File: src/rtl/dokmean_mul_pkg.sv
// Shared constants and width helpers for the doKmean pipelined multiplier.
// Optional clamping build: DOKMEAN_MUL_SAT_EN (tested only in dokmean_mul_sat).
package dokmean_mul_pkg;

    localparam int OVF_CNT_W = 16;
    localparam logic [OVF_CNT_W-1:0] OVF_CNT_MAX = 16'hFFFF;

    // Exact signed product width after one-bit extension of each operand.
    function automatic int full_width(input int aw, input int bw);
        return aw + bw + 2;
    endfunction

    function automatic longint smax(input int w);
        return (64'sd1 <<< (w - 1)) - 64'sd1;
    endfunction

    function automatic longint smin(input int w);
        return -(64'sd1 <<< (w - 1));
    endfunction

endpackage

File: src/rtl/dokmean_mul_sat.sv
// Overflow detect and truncate/clamp of the exact product to P_WIDTH signed.
// DOKMEAN_MUL_SAT_EN defined: overflowing products clamp; otherwise they truncate.
module dokmean_mul_sat
    import dokmean_mul_pkg::*;
#(
    parameter int FW      = 20,
    parameter int P_WIDTH = 11
) (
    input  logic signed [FW-1:0]      prod,
    output logic        [P_WIDTH-1:0] p,
    output logic                      ovf
);

    localparam longint PMAX_L = smax(P_WIDTH);
    localparam longint PMIN_L = smin(P_WIDTH);
    localparam logic [P_WIDTH-1:0] PMAX_P = PMAX_L[P_WIDTH-1:0];
    localparam logic [P_WIDTH-1:0] PMIN_P = PMIN_L[P_WIDTH-1:0];

    longint             prod_x_s;
    logic [P_WIDTH-1:0] trunc_s;

    // Compare in 64 bits so the result width may exceed the product width.
    assign prod_x_s = longint'(prod);
    assign ovf      = (prod_x_s > PMAX_L) || (prod_x_s < PMIN_L);
    assign trunc_s  = prod_x_s[P_WIDTH-1:0];

`ifdef DOKMEAN_MUL_SAT_EN
    // Clamp toward the sign of the exact product when it does not fit.
    always_comb begin
        p = trunc_s;
        if (ovf) begin
            if (prod_x_s < 64'sd0) begin
                p = PMIN_P;
            end else begin
                p = PMAX_P;
            end
        end else begin
            p = trunc_s;
        end
    end
`else
    assign p = trunc_s;
`endif

endmodule

File: src/rtl/dokmean_mul_pipe.sv
// Pipelined mixed-sign multiplier with valid/ready stall, overflow flag and
// saturating overflow counter; clamping build selected by DOKMEAN_MUL_SAT_EN.
module dokmean_mul_pipe
    import dokmean_mul_pkg::*;
#(
    parameter int A_WIDTH   = 7,
    parameter int A_SIGNED  = 0,
    parameter int B_WIDTH   = 11,
    parameter int B_SIGNED  = 1,
    parameter int P_WIDTH   = 11,
    parameter int NUM_STAGE = 3
) (
    input  logic                 clk,
    input  logic                 reset,
    input  logic [A_WIDTH-1:0]   a,
    input  logic [B_WIDTH-1:0]   b,
    input  logic                 in_valid,
    output logic                 in_ready,
    output logic [P_WIDTH-1:0]   p,
    output logic                 ovf,
    output logic                 out_valid,
    input  logic                 out_ready,
    output logic [OVF_CNT_W-1:0] ovf_cnt,
    input  logic                 ovf_clr
);

    localparam int FW = full_width(A_WIDTH, B_WIDTH);
    // Result stages after the multiply; with one stage the operands are not registered.
    localparam int RS = (NUM_STAGE > 1) ? NUM_STAGE - 1 : 1;

    logic                  ce_s;
    logic [A_WIDTH-1:0]    mul_a_s;
    logic [B_WIDTH-1:0]    mul_b_s;
    logic                  mul_v_s;
    logic                  sign_a_s;
    logic                  sign_b_s;
    logic signed [FW-1:0]  a_x_s;
    logic signed [FW-1:0]  b_x_s;
    logic signed [FW-1:0]  prod_s;
    logic [P_WIDTH-1:0]    sat_p_s;
    logic                  sat_ovf_s;

    logic [P_WIDTH-1:0]    p_pipe_r   [RS];
    logic                  ovf_pipe_r [RS];
    logic                  v_pipe_r   [RS];
    logic [OVF_CNT_W-1:0]  cnt_r;

    assign ce_s     = !out_valid || out_ready;
    assign in_ready = ce_s;

    generate
        if (NUM_STAGE > 1) begin : g_op_stage
            logic [A_WIDTH-1:0] a_r;
            logic [B_WIDTH-1:0] b_r;
            logic               v_r;

            // Operand register stage; holds with the rest of the pipe on stall.
            always_ff @(posedge clk or posedge reset) begin
                if (reset) begin
                    a_r <= '0;
                    b_r <= '0;
                    v_r <= 1'b0;
                end else if (ce_s) begin
                    a_r <= a;
                    b_r <= b;
                    v_r <= in_valid;
                end
            end

            assign mul_a_s = a_r;
            assign mul_b_s = b_r;
            assign mul_v_s = v_r;
        end else begin : g_no_op_stage
            assign mul_a_s = a;
            assign mul_b_s = b;
            assign mul_v_s = in_valid;
        end
    endgenerate

    // Extending both operands to the full width keeps the low FW bits exact.
    assign sign_a_s = (A_SIGNED != 0) ? mul_a_s[A_WIDTH-1] : 1'b0;
    assign sign_b_s = (B_SIGNED != 0) ? mul_b_s[B_WIDTH-1] : 1'b0;
    assign a_x_s    = {{(FW-A_WIDTH){sign_a_s}}, mul_a_s};
    assign b_x_s    = {{(FW-B_WIDTH){sign_b_s}}, mul_b_s};
    assign prod_s   = a_x_s * b_x_s;

    dokmean_mul_sat #(
        .FW      (FW),
        .P_WIDTH (P_WIDTH)
    ) u_sat (
        .prod (prod_s),
        .p    (sat_p_s),
        .ovf  (sat_ovf_s)
    );

    // Result shift register; bubbles advance and hold exactly like beats.
    always_ff @(posedge clk or posedge reset) begin
        if (reset) begin
            for (int i = 0; i < RS; i++) begin
                p_pipe_r[i]   <= '0;
                ovf_pipe_r[i] <= 1'b0;
                v_pipe_r[i]   <= 1'b0;
            end
        end else if (ce_s) begin
            p_pipe_r[0]   <= sat_p_s;
            ovf_pipe_r[0] <= sat_ovf_s;
            v_pipe_r[0]   <= mul_v_s;
            for (int i = 1; i < RS; i++) begin
                p_pipe_r[i]   <= p_pipe_r[i-1];
                ovf_pipe_r[i] <= ovf_pipe_r[i-1];
                v_pipe_r[i]   <= v_pipe_r[i-1];
            end
        end
    end

    assign p         = p_pipe_r[RS-1];
    assign ovf       = ovf_pipe_r[RS-1];
    assign out_valid = v_pipe_r[RS-1];

    // Overflow event counter; a clear beats a same-cycle increment.
    always_ff @(posedge clk or posedge reset) begin
        if (reset) begin
            cnt_r <= '0;
        end else if (ovf_clr) begin
            cnt_r <= '0;
        end else if (out_valid && out_ready && ovf && (cnt_r != OVF_CNT_MAX)) begin
            cnt_r <= cnt_r + 16'd1;
        end
    end

    assign ovf_cnt = cnt_r;

endmodule

File: config.mk
export PLATFORM = sky130hd
export DESIGN_NAME = dokmean_mul_pipe
export DESIGN_NICKNAME = d
export VERILOG_FILES = /design/src/rtl/dokmean_mul_pkg.sv /design/src/rtl/dokmean_mul_sat.sv /design/src/rtl/dokmean_mul_pipe.sv
export SDC_FILE = /design/constraint.sdc
export NUM_CORES = 1
export LEC_CHECK = 0
export CELL_PAD_IN_SITES_DETAIL_PLACEMENT = 1
export CELL_PAD_IN_SITES_GLOBAL_PLACEMENT = 2
export CORE_ASPECT_RATIO = 1.5
export CORE_MARGIN = 5
export CORE_UTILIZATION = 41
export DETAILED_ROUTE_END_ITERATION = 16
export PLACE_DENSITY_LB_ADDON = 0.05
export SYNTH_ARGS = -nofsm -noshare
export SYNTH_HDL_FRONTEND = slang
export SYNTH_SLANG_ARGS = --single-unit
File: constraint.sdc
create_clock -name clk -period 8.4 [get_ports clk]
set_input_delay 1.68 -clock clk [delete_from_list [all_inputs] [get_ports clk]]
set_output_delay 1.68 -clock clk [all_outputs]
set_load 0.005 [all_outputs]
# --- Word level (Yosys, flattened, before mapping) ---
# Cells that the tools add are included.
totals:
  output_inout_bits: 30
  elab_cells: 24
  ram_bits: 0
  memories: 0
  romBits: 0
  latch_bits: 0
  input_bits: 23
  reg_bits: 61
classes:
  n_eq_ne: 1
  order_cmp: 2
  add_sub_neg: 1
  n_shift: 0
  mul: 1
  bitwise_logic: 0
  div: 0
  muxes: 2
  reduce_logical: 7
op_table:
  columns: ["operator", "n"]
  rows:
  - ["$mux 16", 2]
  - ["$gt 19x11->1 const B", 1]
  - ["$lt 19x11->1 const B", 1]
  - ["$mul 8x11->19", 1]
  - ["$add 16x1->16 const B", 1]
  - ["$ne 16x16->1 const B", 1]
  - ["$logic_and 1x1->1", 3]
  - ["$logic_or 1x1->1", 2]
  - ["$reduce_bool 2->1", 1]
  - ["$logic_not 1->1", 1]

# --- Depth between registers and ports, before layout ---
# Gate-level depths: netlist of the first run.
depth:
  ltp_word: 5
  mapped_depth: 20
  depth_no_buf: 19

# --- Modules after synthesis ---
# Synthesis of the first run repeated with hierarchy kept, for this count alone.
unflattened:
  cells_unflattened: 566
  area_unflattened_um2: 5759.3
by_module_without_submodules:
  columns: ["module", "instances", "area_per_inst_um2", "seq_area_each_um2", "cells_each"]
  rows:
  - ["dokmean_mul_pipe", 1, 5620.4, 1526.5, 547]
  - ["dokmean_mul_sat", 1, 138.9, 0.0, 19]

# --- Least setup slack after synthesis of the first run ---
# Ideal clock, no wire load.
synth_path:
  path_kind: "register -> register"
  startpoint: "reg g_op_stage.a_r[4]"
  endpoint: "reg ovf_pipe_r[1] (netlist name)"
  stages_incl_launch_ff: 19
  setup_time_ps: 135
  required_ps: 8265
  period_less_slack_ps: 4961
  path_slack_ps: 3439
  path_buffers: 1
  arrival_time_ps: 4826
  cell_sequence: "dfrtp_1 clkbuf_1 nand2_1 fa_1 inv_1 fa_1 fa_1 inv_1 fa_1 inv_1 ha_1 a21oi_2 nand2_1 or4_1 o221ai_2 xnor2_1 or3b_1 o311ai_1 o31ai_1"
synth_via:
  elab_chain_cells: 3
  elab_cells_between_ends: 4
  cone_classes: "1 x mul; 2 x order compare; 1 x reduce/logical"
synth_rtl:
  columns: ["item", "line", "text"]
  rows:
  - ["from (decl)", "dokmean_mul_pipe.sv:53", "logic [A_WIDTH-1:0] a_r;"]
  - ["from (signal assigned)", "dokmean_mul_pipe.sv:60", "a_r <= '0;"]
  - ["from (signal assigned)", "dokmean_mul_pipe.sv:64", "a_r <= a;"]
  - ["$mul 8x11->19 *", "dokmean_mul_pipe.sv:85", "assign prod_s = a_x_s * b_x_s;"]
  - ["$gt 19x11->1 / $lt 19x11->1 (equally long branches)", "dokmean_mul_sat.sv:24", "assign ovf = (prod_x_s > PMAX_L) || (prod_x_s < PMIN_L);"]
  - ["$logic_or 1x1->1 *", "dokmean_mul_sat.sv:24", null]
  - ["to (signal, indexed assignment)", "dokmean_mul_pipe.sv:110", "ovf_pipe_r[i] <= ovf_pipe_r[i-1];"]
  - ["to (decl)", "dokmean_mul_pipe.sv:44", "logic ovf_pipe_r [RS];"]
# Every way passes the cells marked *; elsewhere a longest branch is shown, timed or not.
# A chain may end at the register's enable or synchronous reset.

# --- Worst setup path after layout of the first run ---
# Same ends and word-level chain as after synthesis.

==> results.yml, run 1 <==
logic_synthesis:
  synth.area.top_cells: "dfrtp_1 (27%), fa_1 (22%), ha_1 (8.8%)"
  synthDistinctLibCells: 41
  synth_warnings: 0
  avgSynthCellArea_sq_um: 9.838
  synthFlopType: "dfrtp_1"
  ys_seq_elements: 61
  synth_top_area_share_pct: 26.94
  synth-edff-count: 0
  syn_area_sq_um: 5667
  synth_area_leader_cell: "dfrtp_1"
  synthCells: 576
  ys_async_sr_fraction_pct: 100.0
  synthesis.nets: 700
  seq_area_frac_synth_pct: 26.94
routing:
  drtAntennaViolNets: 0
  met2WireLength_um: 7098
  highest-signal-layer: "met4"
  wl_met3_um: 303
  first_pass_iters: 4
  drtIter0Drc: 91
  routedWlPerCell_um: 15.89
  wl_um: 12430
  viasPerCell: 5.068
  vias: 3963
  drc: 0
  wl_met1_um: 4795
timing:
  fin_crit_ps: 5311
  grt_setup_unrepaired: "false"
  hold_violations: 0
  drv_slew: 0
  setup_tns_ps: 0
  setup_slack_ps: 3089
  max_freq_ghz: 0.1883
  worstMarginPinSlew_ps: 788.1
  period_share_pct: 63.23
  slew-limit-headroom_pct: 47.46
  skew_ps: 12.92
  setup_viol: 0
cts:
  post_cts.repair.setup_buffers: 0
  htree_levels: 3
  cts.clk_slew.worst_paths_ps: 60
  cts.repair.resized: 0
  cts-root-buf: "clkbuf_16"
  clock-sinks: 61
  clockBufferDepth: 2
  cts_hold_buffers: 0
  cts_tree: "done"
  clk_latency_ps: 330
  cts_inserted_buffers: 9
place:
  dp_hpwl_um: 9976
  place.gp.congestion: 0.8237
  dpl_worst_slack_ps: 3088
  io_buffers: 52
outcome:
  status: "finished, final reports clean"
final_layout:
  drive_gt1_share_pct: 10.00
  final-seq-area_sq_um: 1526
  syn_to_final_growth_pct: 15.94
  multi_input_area_sq_um: 3617
  final_cell_mix: "inv_1 (102), and2_1 (62), fa_1 (61), dfrtp_1 (61), clkdlybuf4s50_1 (52)"
  final_common_cell: "inv_1"
  nNetsFinal: 739
  insertedDiodeCount: 0
  fillers: 1537
floorplan:
  fp.dieH_um: 154.0
  start_util_pct: 41.87
  dieArea_sq_um: 16320
  ioPinCount: 53
  die_width_um: 106.0
  rows: 52
  core-area_sq_um: 13530
grt:
  antenna_found_initial: 0
  overflow: 0
  grt_usage_pct: 16.72
  grt_max_degree: 62
  grt_pass1_wl_um: 22020
  grt_pass1_vias: 4506
flow_run:
  cap_violations: 0
critical_path:
  critical_path_class: "flop to flop"
  arrival_ps: 5500
  worstPathMaxFanout: 12
  critPathLaunchType: "flop"
  required_ps: 8590
  worst_setup_path_end_kind: "flop"
  reg2reg_depth: 17
hold_path:
  hold_path_class: "flop to flop"
  worst_hold_path.num_cells: 1
-- registers in the layout, summed over array words and instances, names as in the netlist --
name	cells
ovf_cnt	16
g_op_stage.b_r	11
p	11
p_pipe_r	11
g_op_stage.a_r	7
g_op_stage.v_r	1
out_valid	1
ovf	1
ovf_pipe_r	1
v_pipe_r	1
-- final timing paths --
check	from	end	slack [ps]
max	g_op_stage.a_r[4]$_DFFE_PP0P_	ovf_pipe_r[1]$_DFFE_PP0P_	3090
max reg2reg	g_op_stage.a_r[4]$_DFFE_PP0P_	ovf_pipe_r[1]$_DFFE_PP0P_	3090
max in group asynchronous	reset	out_valid$_DFFE_PP0P_	5980
min	v_pipe_r[1]$_DFFE_PP0P_	out_valid$_DFFE_PP0P_	480
min reg2reg	v_pipe_r[1]$_DFFE_PP0P_	out_valid$_DFFE_PP0P_	480
min in group asynchronous	reset	p[3]$_DFFE_PP0P_	1910
-- final cells by class --
cell class	count	area share, %
clock buffers	10	3.637
inverters	103	5.885
well taps	162	3.085
flip-flops and latches	61	23.23
multi-input cells	386	55.06
clock inverters	6	0.9522
repair buffers	54	8.151
-- critical path, stage by stage, from the launching register on --
cell and delay (ps):
dfrtp_1 580, nand2_1 140, fa_1 550, inv_1 50, fa_1 460, fa_1 550, inv_1 50, fa_1 530
inv_1 40, ha_1 370, a21oi_2 180, nand2_1 100, or4_1 430, o221ai_2 250, xnor2_1 110, or3b_1 380
o311ai_1 280, o31ai_1 120
-- synth_stat cells (2+ instances only) --
library cell  instances
nand2_1              24
nor2b_1               2
and2_1               62
fa_1                 61
xnor2_1              17
dfrtp_1              61
a31oi_1               2
o31ai_1               3
mux2_2               36
or3_1                 2
o21ai_0              13
clkbuf_1             10
nand4_1               3
buf_1                 5
xor2_1               15
o311ai_1              2
nand2b_1              6
o21a_1                4
buf_4                11
nor3_1                6
a21o_1                2
nor4_1                2
nor3b_1               3
a21oi_1              18
or2_2                 2
and3_1                2
ha_1                 40
nor2_1               33
inv_1               103
or4_1                 2
nand3_1              12
a211oi_1              3
-- routing by layer --
metal  track usage, %  vias up
met1            18.08     2014
met4            5.185        0
met5                0        -
met3            2.517       14
met2            32.79       42
li1                 -     1893
-- through the flow --
step / cells / instance area, sq um / hold WS, ps / utilization, %
after global routing: 782 / 6570 / 493.7 / 48.55
after CTS: 782 / 6570 / 477.2 / 48.55
after floorplan: 576 / 5667 / 430.5 / -
after global placement: 766 / 6269 / 442.1 / 46.32
final: 782 / 6570 / 477.4 / 48.55
after detailed placement: 766 / 6269 / 450.8 / 46.32
-- logic make-up after synthesis --
kind of cell / count (synthesis) / share of synthesized area (%)
simple gates: 164 / 15.43
buf+inv: 129 / 9.274
fa+ha+maj: 101 / 30.38
flops: 61 / 26.94
compound gates: 52 / 5.697
mux: 37 / 7.331
xor+xnor: 32 / 4.946
Power of run 1 is left out: the tool's default activity adds up to more than one toggle a clock period on the data nets, which glitch-free logic cannot reach.
==> inputs of run 2 (changes only) <==
- CORE_UTILIZATION: 41 -> 38
- clock period: 8.4 -> 5.19 ns (I/O delays scaled with it)
==> results.yml, run 2 (synthesis results as in run 1) <==
floorplan:
  ioPinCount: 53
  core-area_sq_um: 14590
  dieArea_sq_um: 17500
  start_util_pct: 38.83
  die_width_um: 109.7
  rows: 54
  fp.dieH_um: 159.6
final_layout:
  syn_to_final_growth_pct: 20.78
  multi_input_area_sq_um: 3687
  largest_reg_flops: 16
  insertedDiodeCount: 0
  nNetsFinal: 761
  final_common_cell: "inv_1"
  final-seq-area_sq_um: 1533
  fillers: 1653
  drive_gt1_share_pct: 15.58
  final_cell_mix: "inv_1 (101), and2_1 (61), fa_1 (61)"
  fin_cells: 838
timing:
  max_freq_ghz: 0.1987
  slew-limit-headroom_pct: 54.30
  skew_ps: 7.999
  hold_violations: 0
  worstMarginPinSlew_ps: 685.5
  setup_viol: 0
  period_share_pct: 96.97
  drv_slew: 0
  fin_crit_ps: 5032
  setup_tns_ps: 0
cts:
  cts_inserted_buffers: 9
  clock-sinks: 61
  cts_hold_buffers: 0
  clk_latency_ps: 330
  cts.clk_slew.worst_paths_ps: 60
  cts_tree: "done"
  clockBufferDepth: 2
  cts-root-buf: "clkbuf_16"
  htree_levels: 3
place:
  place.gp.congestion: 0.7868
  io_buffers: 52
  dp_hpwl_um: 10800
  dpl.cell_count: 814
hold_path:
  hold_path_class: "flop to flop"
  min_to: "out_valid$_DFFE_PP0P_"
  worstHoldStart: "v_pipe_r[1]$_DFFE_PP0P_"
  worst_hold_path.num_cells: 1
routing:
  drc: 0
  routedWlPerCell_um: 15.91
  first_pass_iters: 4
  viasPerCell: 4.871
  drtAntennaViolNets: 0
  wl_um: 13340
  drtIter0Drc: 109
  vias: 4082
grt:
  overflow: 0
  grt_usage_pct: 16.59
  grt_max_degree: 56
  grt_pass1_wl_um: 22750
  antenna_found_initial: 0
  grt_pass1_vias: 4578
critical_path:
  r2r_start: "g_op_stage.a_r[4]$_DFFE_PP0P_"
  required_ps: 5390
  arrival_ps: 5230
  reg2reg_depth: 16
  worstPathMaxFanout: 7
  critPathLaunchType: "flop"
  r2r_end: "ovf_pipe_r[1]$_DFFE_PP0P_"
  worst_setup_path_end_kind: "flop"
  r2r_setup_slack_ps: 160
  critical_path_class: "flop to flop"
outcome:
  status: "finished, final reports clean"
flow_run:
  cap_violations: 0
[run 2: cell types whose count changed in the layout (fill, tap and decap cells not counted), sizes merged]
| cell | delta |
|---|---|
| buf | +22 |
| clkbuf | +2 |
| clkinvlp | -2 |
[run 2: layout make-up]
cell class,count,area share (%)
inverter,103,5.649
sequential,61,22.39
clock buffer,12,3.601
multi-input combinational,386,53.88
clock inverter,4,0.6947
timing repair buffer,76,10.20
tap,196,3.583
[run 2: metrics by stage]
step	instance area (sq um)	setup WS, ps	hold WS (ps)	util [%]
final	6844	157.5	466.5	46.90
after global routing	6844	-19.72	501.9	46.90
after CTS	6711	11.30	472.5	45.99
after detailed placement	6416	-4.186	464.8	43.96
after global placement	6416	103.7	437.8	43.96
after floorplan	5667	228.8	430.5	-
[run 2: routing by layer]
metal,vias to the layer above,global-route usage [%],share of wire (%)
met1,2086,18.18,38
li1,1928,-,-
met5,-,0,0
met3,17,2.231,2.2
met2,51,31.96,58
met4,0,4.991,1.8
[run 2: repair_timing]
action,CTS,global route
setup endpoints to repair,1,1
cloned,0,0
gates resized for setup,1,27
pin swaps,0,11
buffers inserted,0,8
[run 2: worst max-delay path: stages (launching register included)]
cell	delay, ps
dfrtp_2	450
buf_4	170
buf_4	130
and2_1	150
fa_1	510
fa_1	540
fa_1	550
inv_1	50
fa_1	530
inv_1	40
ha_2	210
or4_4	530
o221ai_4	240
xnor2_2	90
or3b_1	400
o311ai_2	210
o31ai_1	100
[run 2: how the worst max path moves through the flow]
stage	start	depth (start not counted)	end
after floorplan	g_op_stage.a_r[4]$_DFFE_PP0P_	18	ovf_pipe_r[1]$_DFFE_PP0P_
after global placement	g_op_stage.a_r[4]$_DFFE_PP0P_	17	ovf_pipe_r[1]$_DFFE_PP0P_
after detailed placement	g_op_stage.a_r[4]$_DFFE_PP0P_	17	ovf_pipe_r[1]$_DFFE_PP0P_
after CTS	g_op_stage.a_r[3]$_DFFE_PP0P_	17	ovf_pipe_r[1]$_DFFE_PP0P_
after global routing	g_op_stage.b_r[6]$_DFFE_PP0P_	16	ovf_pipe_r[1]$_DFFE_PP0P_
final	g_op_stage.a_r[4]$_DFFE_PP0P_	16	ovf_pipe_r[1]$_DFFE_PP0P_
Power of run 2 is left out for the same reason.
